File: config.mk
export PLATFORM = sky130hd
export DESIGN_NAME = difftest_arch_event_queue
export DESIGN_NICKNAME = d
export VERILOG_FILES = /design/src/rtl/difftest_arch_event_queue.sv
export SDC_FILE = /design/constraint.sdc
export NUM_CORES = 1
export LEC_CHECK = 0
export CORE_MARGIN = 4
export CORE_UTILIZATION = 48
export DETAILED_ROUTE_END_ITERATION = 10
export GPL_ROUTABILITY_DRIVEN = 0
export PLACE_DENSITY_LB_ADDON = 0.25
export SLEW_MARGIN = 20
export SYNTH_ARGS = -nofsm -noshare
export SYNTH_HDL_FRONTEND = slang
export SYNTH_SLANG_ARGS = --single-unit
export TNS_END_PERCENT = 20
File: constraint.sdc
create_clock -name clock -period 4.54 [get_ports clock]
set_clock_uncertainty 0.2 [all_clocks]
set_input_delay 1.135 -clock clock [delete_from_list [all_inputs] [get_ports clock]]
set_output_delay 1.135 -clock clock [all_outputs]
set_load 0.05 [all_outputs]
File: src/rtl/difftest_arch_event_queue.sv
// Trap-report encoder and small FIFO feeding the difftest arch-event sink.
// Events are encoded on capture so the drain side is a pure register read.
module difftest_arch_event_queue #(
    parameter int DEPTH      = 4,
    parameter int VADDR_BITS = 50,
    parameter int CNT_W      = 16
) (
    input  logic                  clock,
    input  logic                  reset,
    input  logic                  in_valid,
    input  logic                  in_isInterrupt,
    input  logic [5:0]            in_cause,
    input  logic [VADDR_BITS-1:0] in_pc,
    input  logic [31:0]           in_inst,
    input  logic                  in_hasNMI,
    input  logic                  in_hvictlInject,
    input  logic                  in_irToHS,
    input  logic                  in_irToVS,
    input  logic [7:0]            in_coreid,
    input  logic                  out_ready,
    output logic                  enable,
    output logic                  io_valid,
    output logic [31:0]           io_interrupt,
    output logic [31:0]           io_exception,
    output logic [63:0]           io_exceptionPC,
    output logic [31:0]           io_exceptionInst,
    output logic                  io_hasNMI,
    output logic                  io_virtualInterruptIsHvictlInject,
    output logic                  io_irToHS,
    output logic                  io_irToVS,
    output logic [7:0]            io_coreid,
    output logic                  overflow,
    output logic [CNT_W-1:0]      drop_count
);
    localparam int PTR_W = $clog2(DEPTH);
    localparam logic [PTR_W:0] FULL_COUNT = (PTR_W+1)'(DEPTH);

    typedef struct packed {
        logic [31:0] interrupt;
        logic [31:0] exception;
        logic [63:0] pc;
        logic [31:0] inst;
        logic        has_nmi;
        logic        hvictl_inject;
        logic        ir_to_hs;
        logic        ir_to_vs;
    } entry_t;

    logic [PTR_W-1:0] head_reg;
    logic [PTR_W-1:0] tail_reg;
    logic [PTR_W:0]   count_reg;
    logic             overflow_reg;
    logic [CNT_W-1:0] drop_count_reg;
    entry_t           mem_reg [DEPTH];

    entry_t wr_entry;
    entry_t rd_entry;
    logic   full;
    logic   deq;
    logic   enq;
    logic   drop;

    always_comb begin
        wr_entry = '0;
        wr_entry.pc   = {{(64-VADDR_BITS){in_pc[VADDR_BITS-1]}}, in_pc};
        wr_entry.inst = in_inst;
        if (in_isInterrupt) begin
            wr_entry.interrupt     = {26'b0, in_cause};
            wr_entry.has_nmi       = in_hasNMI;
            wr_entry.hvictl_inject = in_hvictlInject;
            wr_entry.ir_to_hs      = in_irToHS;
            wr_entry.ir_to_vs      = in_irToVS;
        end else begin
            wr_entry.exception = {26'b0, in_cause};
        end
    end

    assign io_valid = (count_reg != '0);
    assign full     = (count_reg == FULL_COUNT);
    assign enable   = io_valid & out_ready;
    assign deq      = enable;
    // A full queue still takes a new event when the head leaves in the same cycle.
    assign enq      = in_valid & (~full | deq);
    assign drop     = in_valid & full & ~deq;

    generate
        for (genvar gi = 0; gi < DEPTH; gi++) begin : g_entry
            always_ff @(posedge clock) begin
                if (enq && (tail_reg == PTR_W'(gi))) begin
                    mem_reg[gi] <= wr_entry;
                end
            end
        end
    endgenerate

    always_ff @(posedge clock) begin
        if (reset) begin
            head_reg       <= '0;
            tail_reg       <= '0;
            count_reg      <= '0;
            overflow_reg   <= 1'b0;
            drop_count_reg <= '0;
        end else begin
            if (enq) begin
                tail_reg <= tail_reg + PTR_W'(1);
            end
            if (deq) begin
                head_reg <= head_reg + PTR_W'(1);
            end
            if (enq && !deq) begin
                count_reg <= count_reg + (PTR_W+1)'(1);
            end else if (deq && !enq) begin
                count_reg <= count_reg - (PTR_W+1)'(1);
            end
            if (drop) begin
                overflow_reg <= 1'b1;
                if (drop_count_reg != '1) begin
                    drop_count_reg <= drop_count_reg + CNT_W'(1);
                end
            end
        end
    end

    // Stale storage behind an empty queue must never leak onto the sink.
    assign rd_entry = io_valid ? mem_reg[head_reg] : '0;

    assign io_interrupt                      = rd_entry.interrupt;
    assign io_exception                      = rd_entry.exception;
    assign io_exceptionPC                    = rd_entry.pc;
    assign io_exceptionInst                  = rd_entry.inst;
    assign io_hasNMI                         = rd_entry.has_nmi;
    assign io_virtualInterruptIsHvictlInject = rd_entry.hvictl_inject;
    assign io_irToHS                         = rd_entry.ir_to_hs;
    assign io_irToVS                         = rd_entry.ir_to_vs;
    assign io_coreid                         = in_coreid;
    assign overflow                          = overflow_reg;
    assign drop_count                        = drop_count_reg;
endmodule
==> reports/qor.yml, run 1 <==
outcome: "finished clean"
max_freq_ghz: 0.235
drtIter0Drc: 491
cts_buffer_depth: 3
wire_per_inst_um: 20.8
power.leakage_nw: 6.74
fin_crit_ns: 4.26
worst_pin_slew_ns: 0.834
clock_sinks: 418
arrival_ns: 2.92
syn_area_um2: 16800
start_util: 0.485
highest_layer: "met5"
hold_path.class: "register to register"
io_buffer_count: 227
crit_path_max_fanout: 39
wl_met2_um: 16300
grt_pass1_wl_um: 51000
crit_chain: "or3_4 > and2_1 > clkdlybuf4s50_1"
wl_met3_um: 2020
ys_seq_area_frac: 0.733
p_total_mw: 14.0
tns_ns: 0
final_cell_mix: "392 x edfxtp_1, 227 x clkdlybuf4s50_1, 110 x and2_1"
layout_commonest_cell: "edfxtp_1"
grt_usage: 0.171
yosysUniqueCellTypes: 41
core_um2: 34500
crit_type: "register to primary output"
grt_pass1_vias: 8676
numCtsBuffers: 43
ir_drop_mv: 0.470
synth.avg_cell_area_um2: 19.3
hold_viol_final: 0
slew_violations: 0
synth_edf_count: 392
routed_wl_um: 33100
drv_cap: 0
vias: 8425
routedLengthMet1_um: 14100
htreeDepth: 2
fin_crit_sh: 0.937
cts.clk_slew.worst_paths_ns: 0.06
cts_tree: "yes"
slowest_stage: "clkdlybuf4s50_1"
root_buffer: "clkbuf_16"
area_delta_synth_final_pct: 24.0
post_cts_buffers: 0
clock_latency_ns: 0.52
antenna_found_initial: 4
overflow: 0
required_ns: 3.20
nFillCells: 2546
cts_resized: 0
nets: 1217
fp.dieW_um: 195
ios: 296
start_kind: "register"
drc: 0
whs_ns: 0.276
grt_max_degree: 49
via_per_inst: 5.29
relSlewSlack: 0.444
synth-seq-cells: 418
cp_slowest_stage_delay_ns: 0.90
setup_viol: 0
crit_path_end_kind: "primary output"
async_flop_share: 0
syn_inst: 870
drive_gt1_frac: 0.172
die_y_um: 195
cts_hold_buffers: 0
rsz0062_at_grt: "no"
ys.flop_type: "edfxtp_1"
row_count: 68
fp.dieArea_um2: 38000
hpwlAfterDp_um: 20400
ant_nets: 0
largest_register_ffs: 392
pwr_density_cell_nw_per_um2: 672
synth_warnings: 0
firstDrtPassIters: 6
[per-layer routing]
metal / GRT usage / up-vias
met5: 0 / -
met4: 0.0370 / 6
met3: 0.0411 / 52
met2: 0.283 / 254
met1: 0.236 / 4334
li1: - / 3779
[per-stage QoR]
stage                     std cells   util  setup WS [ns]  cell area [um^2]
after floorplan                 921      -          0.151             17000
after global placement         1515  0.563          0.476             19400
after detailed placement       1515  0.563          0.463             19400
after CTS                      1591  0.602          0.204             20800
after global routing           1592  0.602         0.0865             20800
final                          1592  0.602          0.284             20800
[report_power, final]
group	internal [mW]	leakage, nW	switching, mW	total [mW]
clock	2.03	0.666	1.36	3.39
combinational	2.15	2.26	3.73	5.88
sequential	4.56	3.82	0.147	4.71
[logic make-up after synthesis]
logic type	count (synthesis)	synth area share
other	1	0.000224
AO/OA/AOI/OAI	27	0.00978
multiplexers	103	0.135
AND/OR/NAND/NOR	190	0.0697
flip-flops	418	0.733
XOR/XNOR	5	0.00261
buffers and inverters	119	0.0441
adder cells (fa/ha/maj)	7	0.00567
[Yosys cell counts, types with 2 or more instances]
cell / count / share of area
a21oi_1: 12 / 0.0036
o31ai_1: 3 / 0.0013
clkbuf_1: 25 / 0.0056
nor4_1: 3 / 0.0011
a31oi_1: 2 / 0.00075
nand4_1: 5 / 0.0019
o21ai_0: 4 / 0.0012
mux2_2: 3 / 0.0020
or4_1: 3 / 0.0013
or3_1: 4 / 0.0015
ha_1: 6 / 0.0045
xor2_1: 3 / 0.0016
nor4_2: 2 / 0.0015
xnor2_1: 2 / 0.0010
dfxtp_1: 26 / 0.031
nand3_1: 7 / 0.0021
nand2b_1: 2 / 0.00075
a211oi_1: 3 / 0.0013
and2_1: 110 / 0.041
mux4_2: 98 / 0.13
nor2b_1: 9 / 0.0034
edfxtp_1: 392 / 0.70
o311ai_0: 2 / 0.0010
or2_2: 2 / 0.00075
buf_2: 12 / 0.0036
nand2_1: 11 / 0.0025
mux2i_1: 2 / 0.0012
nor2_1: 14 / 0.0031
inv_1: 7 / 0.0016
and3_1: 8 / 0.0030
buf_4: 74 / 0.033
nor3_1: 5 / 0.0015
[path summary, 6_finish.rpt]
kind	startpoint	end	slack, ns	depth (start not counted)
min	overflow	overflow	0.28	2
min reg2reg	overflow	overflow	0.28	2
max	count_reg[0]	io_exceptionPC[57]	0.28	3
max reg2reg	count_reg[0]	count_reg[2]	1.39	10
[worst max-delay path, delay by kind of cell (launching register included)]
| family | cells | cell delay, ns |
|---|---|---|
| DFF | 1 | 0.49 |
| and+or+nand+nor | 2 | 0.99 |
| buffers and inverters | 1 | 0.90 |
[area by class of cell]
cell class | instances | area [um^2] | area share
Antenna cell | 1 | 2.50 | 0.000120
Multi-Input combinational cell | 384 | 3950 | 0.190
Sequential cell | 418 | 12300 | 0.591
Clock buffer | 55 | 1160 | 0.0560
Tap cell | 455 | 569 | 0.0274
Clock inverter | 21 | 193 | 0.00927
Inverter | 7 | 26.3 | 0.00126
Timing Repair Buffer | 251 | 2590 | 0.125
Power figures use the tool's default switching activity.
==> run 2: changes to the inputs <==
- CORE_MARGIN: 4 -> 2
==> run 2 against run 1 <==
Against the previous run: first-iteration DRC count increased by 3.3%; largest power group unchanged; maximum frequency increased by 1.5%; sequential power down 0.8%; worst setup slack gained 0.062 ns; power is 0.34% higher; largest cell class unchanged; final area shrank 0.16%; cell count shrank 0.19%; via count fell by 0.56%.
==> reports/qor.yml, run 2 (synthesis results as in run 1) <==
arrival_ns: 2.86
drive_gt1_frac: 0.168
drc: 0
final_cell_mix: "392 x edfxtp_1, 226 x clkdlybuf4s50_1, 110 x and2_1"
drv_cap: 0
ios: 296
holdPathStages: 2
nets: 1213
hold_path.class: "register to register"
required_ns: 3.20
post_cts_buffers: 0
fp.dieW_um: 191
root_buffer: "clkbuf_16"
layout_commonest_cell: "edfxtp_1"
htreeDepth: 2
grt_usage: 0.180
io_buffer_count: 227
fp.dieArea_um2: 36400
pwr_density_cell_nw_per_um2: 676
core_um2: 34500
power.leakage_nw: 6.73
start_kind: "register"
drtIter0Drc: 507
antenna_found_initial: 4
routed_wl_um: 32700
hp-start: "overflow"
timing.rr.end: "count_reg[2]"
rrSetupSlack_ns: 1.47
switching_share: 0.375
tns_ns: 0
numCtsBuffers: 44
worst_pin_slew_ns: 0.737
via_per_inst: 5.27
grt_pass1_vias: 8548
die_y_um: 191
crit_path_end_kind: "primary output"
largest_register_ffs: 392
cts_resized: 0
grt_use_met3: 0.0435
grt_pass1_wl_um: 49400
start_util: 0.487
crit_type: "register to primary output"
crit_path_max_fanout: 57
p_clk_frac: 0.247
ant_nets: 0
relSlewSlack: 0.507
cts.clk_slew.worst_paths_ns: 0.06
clock_sinks: 418
rsz0062_at_grt: "no"
rr_worst_depth: 10
overflow: 0
use_met2: 0.287
ir_drop_mv: 0.514
row_count: 68
cts_tree: "yes"
whs_ns: 0.275
wire_per_inst_um: 20.6
seqPwrFrac: 0.333
grt_util_met1: 0.251
vias: 8378
fin_crit_sh: 0.924
cts_buffer_depth: 3
cts_hold_buffers: 0
area_delta_synth_final_pct: 23.8
fin_crit_ns: 4.19
switchingPower_mw: 5.26
slew_violations: 0
comb_power_share: 0.420
hold_end: "overflow"
busiest_layer: "met2"
r2r-start: "count_reg[0]"
hold_viol_final: 0
clock_latency_ns: 0.53
setup_viol: 0
outcome: "finished clean"
grt_max_degree: 58
firstDrtPassIters: 6
cell_internal_pwr_mw: 8.77
hpwlAfterDp_um: 19100
max_freq_ghz: 0.238
## run 2: changes by cell type in the layout (fill, tap and decap cells not counted), moves of 2 or more
cell      previous run  this run
clkinv_2             7         5
clkinv_1            10        12
buf_4               13        11
buf_12              11         9
## run 2: per-layer routing
layer / share of wire / vias to the layer above / wire length, um
met2: 0.48 / 287 / 15800
met1: 0.43 / 4280 / 14000
met3: 0.069 / 44 / 2250
met5: 0.0014 / - / 46
met4: 0.017 / 6 / 553
li1: - / 3761 / -
## run 2: metrics by stage
step / std cells / util / instance area (um^2) / power [mW] / setup WS, ns
floorplan: 921 / - / 17000 / 8.91 / 0.151
global placement: 1510 / 0.562 / 19400 / 10.7 / 0.468
detailed placement: 1510 / 0.562 / 19400 / 10.7 / 0.448
global route: 1589 / 0.603 / 20800 / 14.6 / 0.184
CTS: 1588 / 0.602 / 20800 / 14.2 / 0.280
finish: 1589 / 0.603 / 20800 / 14.0 / 0.346
## run 2: cell type report
cell class / count / area [um^2]
clock buffers: 56 / 1170
inverters: 7 / 26.3
clock inverters: 22 / 220
diodes: 1 / 2.50
fillers: 2568 / 13700
multi-input cells: 384 / 3950
flip-flops and latches: 418 / 12300
repair buffers: 246 / 2520
well taps: 455 / 569
## run 2: worst max path at each step
stage / from / end / cells after the start
final: register / io_exception[3] / 4
after global routing: register / io_exceptionPC[60] / 4
after CTS: register / io_exceptionPC[53] / 4
after detailed placement: out_ready / enable / 3
after global placement: out_ready / enable / 3
after floorplan: in_valid / mem_reg[1][0] / 2
## run 2: power by group through the flow
stage | registers, mW | logic [mW] | clock network [mW]
2_1_floorplan | 4.73 | 4.17 | 0
3_3_place_gp | 4.73 | 5.96 | 0
3_5_place_dp | 4.75 | 5.96 | 0
4_1_cts | 4.67 | 5.99 | 3.54
5_1_grt | 4.70 | 6.19 | 3.70
6_report | 4.67 | 5.89 | 3.47
## run 2: worst max-delay path, stage by stage, from the launching register on
cell and delay [ns]:
dfxtp_4 0.37, buf_12 0.35, mux4_2 0.58, and2_1 0.20, clkdlybuf4s50_1 0.71
==> run 3: changes to the inputs <==
- SKIP_CTS_REPAIR_TIMING: not set -> 1
==> results of run 3 <==
The final DEF is identical to that of run 2; final timing and power are the same.
